==> src/rtl/branch_unit.sv <==
// Branch decision unit for the single-cycle RV32I execute stage.
// Optional statistics counters are enabled by defining BRANCH_STATS_EN.
module branch_unit #(
    parameter int XLEN  = 32,
    parameter int CNT_W = 32
) (
    input  logic            clk,
    input  logic            rst_n,
    input  logic [4:0]      BrOp,
    input  logic [XLEN-1:0] A,
    input  logic [XLEN-1:0] B,
    output logic            NextPCSrc,
    output logic            BrIllegal,
    output logic            NextPCSrc_q
`ifdef BRANCH_STATS_EN
    ,
    output logic [CNT_W-1:0] BrCount,
    output logic [CNT_W-1:0] TakenCount
`endif
);

    typedef enum logic [2:0] {
        BEQ  = 3'b000,
        BNE  = 3'b001,
        BLT  = 3'b100,
        BGE  = 3'b101,
        BLTU = 3'b110,
        BGEU = 3'b111
    } funct3_e;

    logic isEq;
    logic isLtSigned;
    logic isLtUnsigned;
    logic isCondBranch;

    assign isEq         = (A == B);
    assign isLtSigned   = ($signed(A) < $signed(B));
    assign isLtUnsigned = (A < B);

    always_comb begin
        // NOTE: every output gets a default first so no path leaves it unassigned (no latch).
        NextPCSrc    = 1'b0;
        BrIllegal    = 1'b0;
        isCondBranch = 1'b0;
        if (BrOp[4]) begin
            NextPCSrc = 1'b1;
        end else if (BrOp[3]) begin
            isCondBranch = 1'b1;
            case (BrOp[2:0])
                BEQ:     NextPCSrc = isEq;
                BNE:     NextPCSrc = !isEq;
                BLT:     NextPCSrc = isLtSigned;
                BGE:     NextPCSrc = !isLtSigned;
                BLTU:    NextPCSrc = isLtUnsigned;
                BGEU:    NextPCSrc = !isLtUnsigned;
                default: BrIllegal = 1'b1;
            endcase
        end
    end

    always_ff @(posedge clk) begin
        // NOTE: state is updated with <= so every flop samples pre-edge values.
        if (!rst_n) begin
            NextPCSrc_q <= 1'b0;
        end else begin
            NextPCSrc_q <= NextPCSrc;
        end
    end

`ifdef BRANCH_STATS_EN
    // Counters stick at all-ones rather than wrapping.
    always_ff @(posedge clk) begin
        if (!rst_n) begin
            BrCount    <= '0;
            TakenCount <= '0;
        end else begin
            if (isCondBranch && !BrIllegal && (BrCount != '1)) begin
                BrCount <= BrCount + CNT_W'(1);
            end
            if (NextPCSrc && (TakenCount != '1)) begin
                TakenCount <= TakenCount + CNT_W'(1);
            end
        end
    end
`else
    logic unusedCond;
    assign unusedCond = isCondBranch;
`endif

endmodule

==> config.mk <==
export PLATFORM = sky130hd
export DESIGN_NAME = branch_unit
export DESIGN_NICKNAME = d
export VERILOG_FILES = /design/src/rtl/branch_unit.sv
export SDC_FILE = /design/constraint.sdc
export NUM_CORES = 1
export LEC_CHECK = 0
export CAP_MARGIN = 20
export CORE_UTILIZATION = 33
export DETAILED_ROUTE_END_ITERATION = 12
export GPL_ROUTABILITY_DRIVEN = 0
export GPL_TIMING_DRIVEN = 0
export PLACE_DENSITY = 0.78
export SYNTH_ARGS = -nofsm -noshare
export SYNTH_HDL_FRONTEND = slang
export SYNTH_SLANG_ARGS = --single-unit
==> constraint.sdc <==
create_clock -name clk -period 3.1 [get_ports clk]
set_input_delay 0.62 -clock clk [delete_from_list [all_inputs] [get_ports clk]]
set_output_delay 0.62 -clock clk [all_outputs]
set_load 0.02 [all_outputs]
After elaboration in Yosys (flattened, before gate mapping)
Cells that the tools add are included.

Register bits after elaboration: 1. Latch bits: 0. Memory bits (writable): 0. Memory bits (read-only): 0. Bits of input ports: 71. Output and inout port bits: 3. Word-level logic and storage cells: 20. Memories: 0.

Add/subtract/negate cells: 0. Multipliers: 0. Divide/modulo/power cells: 0. Magnitude comparators: 2. Equal/unequal tests: 6. Shifts and indexed selects: 0. Multiplexer cells: 6. Bitwise operators: 0. Reduce and logical (&&, ||, !) cells: 5.

Operators with widths (count): 32-bit < comparator (2); 32-bit equality test (1); 3-bit equality test, second input constant (4); 1-bit case mux with 6 select lines (1); 6-bit OR reduction (1); 1-bit two-way mux (5); 3-bit by 1-bit equality test with 1-bit output, second input constant (1); 1-bit zero test (3); 3-bit zero test (1).

Depth between registers and ports, before layout
Depth in word-level cells: 5. Depth in mapped cells: 8. Depth with buffers taken out: 8.

Worst setup path after synthesis
Ideal clock, no wire load.

Path type: input to output. From: in B[30]. To: out NextPCSrc. Arrival: 2213 ps. Data required time: 2480 ps. Setup slack: 267 ps. Stages on the path: 8. Buffers on the path: 0. Path through: inv_1 ha_1 a21oi_2 nand2_1 a221oi_2 o21ai_1 or4_1 nand3_1.

Word-level cells in the longest chain between the ends: 5. Elaborated cells on any way between the ends: 9. Classes of those cells: order compare (2); eq/ne (1); mux (3); reduce/logical (3).

Ends and longest elaborated chain: start: declaration (line 11) `input logic [XLEN-1:0] B,`; 32-bit < comparator, or another cell as far along (line 38) `assign isLtUnsigned = (A < B);`; 1-bit zero test (on tied branches) (line 55, 51, 53); 1-bit case mux with 6 select lines (*) (line 49) `case (BrOp[2:0])`; 1-bit two-way mux (*) (line 47) `end else if (BrOp[3]) begin`; 1-bit two-way mux (*) (line 45) `if (BrOp[4]) begin`; end: declaration (line 12) `output logic NextPCSrc,`.

Mark *: on every way between the ends. The rest lies on a longest branch, timed or not.

Worst setup path in the final report
From: in B[17]. To: out NextPCSrc.

Same word-level chain as after synthesis.

==> qor.json <==
{
  "result_of_the_run": "finished, violations left",
  "failed_checks": "setup timing",
  "timing.critical_path.buf_inv": 3,
  "gr-usage-all-layers": 0.230,
  "timing.max_slew.rel_slack": 0.756,
  "worst_slew_pin_slew_ns": 0.366,
  "drt_drc_violations_left": 0,
  "leakagePower_nw": 0.960,
  "grt_antenna_before_repair": 0,
  "hold_path.class": "input pin to flip-flop",
  "cts.reportedPaths.clkPinSlew_ns": 0,
  "ant_nets": 0,
  "grt_pass1_wl_um": 5110,
  "maxSlewViolCount": 0,
  "vdd_ir_drop_max_uv": 110,
  "flow.area_growth_from_synthesis_pct": 121,
  "synth_fp_nets": 230,
  "synthesis.instances": 127,
  "setup.worst_path.class": "input pin to output port",
  "fin_area_mm2": 0.00203,
  "placement.io_buffers": 73,
  "finalCritPeriodShare": 1.00,
  "end_kind": "output port",
  "layout-drive-gt1-share": 0.641,
  "synth-warning-count": 0,
  "finalWorstPathRequiredPeriod_ns": 3.11,
  "timing_hold_violations_final": 0,
  "synth_area_um2": 918,
  "synth_mux_area_frac": 0,
  "antennaDiodeCount": 0,
  "dp_hpwl_um": 2420,
  "largestRegisters": "NextPCSrc_q (1)",
  "io-pin-count": 74,
  "detail_route.vias_per_cell": 5.19,
  "path_cells": "dlygate4sd2_1, inv_2, ha_4, nand4_1, or4_4, nor3_4, or4_4, nand3_2, buf_6",
  "synth_xor_xnor_area_share": 0.0191,
  "hold_path_startpoint": "rst_n",
  "timing.critical_path.required_ns": 2.48,
  "timing.hold.worst_endpoint": "NextPCSrc_q",
  "global_route.overflow_total": 0,
  "yosys.area_share.simple": 0.198,
  "design.core.area_mm2": 0.00254,
  "cp-start-kind": "input pin",
  "drt-initial-drc-count": 6,
  "largest_net_degree_at_the_start_of_global_routing": 5,
  "via_count": 1282,
  "setup_violations": 1,
  "synthAdderAreaFrac": 0.436,
  "slowest_stage_delay_on_critical_path_ns": 0.61,
  "critPathArrivalTime_ns": 2.49,
  "min_delay_path_depth": 3,
  "wire_per_inst_um": 15.2,
  "start_util": 0.361,
  "largest_register_ffs": 1,
  "post_synth_num_cell_types": 28,
  "route.final.wire_length_um": 3760,
  "critPathTopFamily": "simple AND/OR/NAND/NOR gates",
  "ys_ff_latch": 1,
  "die_h_um": 54.8,
  "detailedRoute.firstPassIterationCount": 4,
  "cap_viol_max_count": 0,
  "totalNegativeSetupSlack_ns": -0.0143,
  "final.setup.worst_slack_ns": -0.0143,
  "postSynthAreaPerCell_um2": 7.23,
  "layout.nets": 322,
  "largest_register": "NextPCSrc_q",
  "grt_setup_unrepaired": "true",
  "crit_slowest_cell": "sky130_fd_sc_hd__or4_4",
  "p_per_area_mw_per_mm2": 144,
  "dieWidth_um": 54.8,
  "rows": 18,
  "synth-seq-area-share": 0.0218,
  "fp.dieArea_mm2": 0.00300,
  "first_global_vias": 1303,
  "area_fraction_in_compound_gates_after_synthesis": 0.187,
  "main_combinational_cell_family_by_area_after_synthesis": "adder cells",
  "path_common_cell": "sky130_fd_sc_hd__or4_4",
  "timing.critical_path.fanout_max": 2,
  "placed_cell_area_mm2": 0.00169,
  "maxClockFrequency_mhz": 321
}
worst min-delay path, delay by kind of cell:
kind	cells	cell delay (ns)
AOI/OAI and AO/OA	1	0.04
buffers and inverters	2	0.45
layout make-up:
cell class	count	area, µm²
timing repair buffer	90	647
tap	30	37.5
sequential	1	20.0
inverter	34	130
fill	183	512
multi-input combinational	92	1200
cells in the mapped netlist, drive strengths merged:
cell type | count | share of area
a2111o | 1 | 0.012
a21o | 1 | 0.0082
a21oi | 13 | 0.075
a221oi | 3 | 0.035
a31oi | 1 | 0.0068
dfxtp | 1 | 0.022
ha | 32 | 0.44
inv | 34 | 0.14
nand2 | 7 | 0.029
nand3 | 6 | 0.033
nand3b | 1 | 0.0082
nand4 | 8 | 0.054
nor2 | 2 | 0.0082
nor2b | 1 | 0.0068
nor3 | 2 | 0.016
nor3b | 1 | 0.0082
nor4 | 1 | 0.0068
nor4bb | 1 | 0.011
o211a | 1 | 0.011
o211ai | 1 | 0.0082
o21a | 1 | 0.0082
o21ai | 4 | 0.022
or4 | 2 | 0.016
xnor2 | 2 | 0.019
layer usage:
layer	up-vias	part of all wire	track usage
met3	10	0.066	0.0250
li1	633	-	-
met5	-	0	0
met4	0	0.022	0.0641
met1	581	0.36	0.221
met2	58	0.55	0.488
power breakdown:
part / leakage [nW] / total (mW) / internal, mW / switching [mW]
Clock: 0 / 0 / 0 / 0
Sequential: 0.00837 / 0.0144 / 0.0142 / 0.000223
Combinational: 0.951 / 0.279 / 0.156 / 0.123
cell usage in the layout, fill, tap and decap left out, types with 2 or more instances in the layout:
| cell type | count |
|---|---|
| sky130_fd_sc_hd__nand4_1 | 8 |
| sky130_fd_sc_hd__a21oi_1 | 7 |
| sky130_fd_sc_hd__nand2_1 | 7 |
| sky130_fd_sc_hd__clkdlybuf4s15_1 | 9 |
| sky130_fd_sc_hd__nand3_1 | 5 |
| sky130_fd_sc_hd__buf_6 | 8 |
| sky130_fd_sc_hd__buf_4 | 17 |
| sky130_fd_sc_hd__inv_2 | 26 |
| sky130_fd_sc_hd__o21ai_1 | 3 |
| sky130_fd_sc_hd__nor2_1 | 2 |
| sky130_fd_sc_hd__a21oi_2 | 5 |
| sky130_fd_sc_hd__ha_4 | 26 |
| sky130_fd_sc_hd__clkdlybuf4s50_1 | 8 |
| sky130_fd_sc_hd__clkbuf_2 | 44 |
| sky130_fd_sc_hd__inv_1 | 7 |
| sky130_fd_sc_hd__ha_1 | 6 |
| sky130_fd_sc_hd__or4_4 | 2 |
| sky130_fd_sc_hd__a221oi_4 | 2 |
| sky130_fd_sc_hd__dlygate4sd2_1 | 3 |
stage by stage:
step	hold WS [ns]	util	total power, mW	cells	setup WS [ns]
floorplan	0.729	-	0.101	127	0.267
global placement	1.17	0.663	0.208	230	-0.788
detailed placement	1.16	0.663	0.218	230	-0.841
CTS	1.17	0.806	0.261	239	0.0124
global route	1.19	0.799	0.322	247	-0.0713
finish	1.17	0.799	0.293	247	-0.0143
how the worst max path moves through the flow:
stage | depth (start not counted) | startpoint | end | slack [ns]
after detailed placement | 10 | B[10] | NextPCSrc | -0.84
after CTS | 9 | A[9] | NextPCSrc | 0.01
after global placement | 10 | B[10] | NextPCSrc | -0.79
after floorplan | 8 | B[30] | NextPCSrc | 0.27
final | 9 | B[17] | NextPCSrc | -0.01
after global routing | 9 | B[17] | NextPCSrc | -0.07
logic make-up after synthesis:
kind of cell	count (synthesis)
XOR/XNOR	2
flip-flops	1
buffers and inverters	34
AO/OA/AOI/OAI	26
AND/OR/NAND/NOR	32
adder cells (fa/ha/maj)	32
what timing repair did:
action,in CTS,in global routing
hold buffers,0,0
pin swaps,36,45
resized for setup,140,124
cloned,0,0
buffers inserted,9,8
setup endpoints to repair,1,1
No activity file was read; power rests on OpenSTA's default activity.
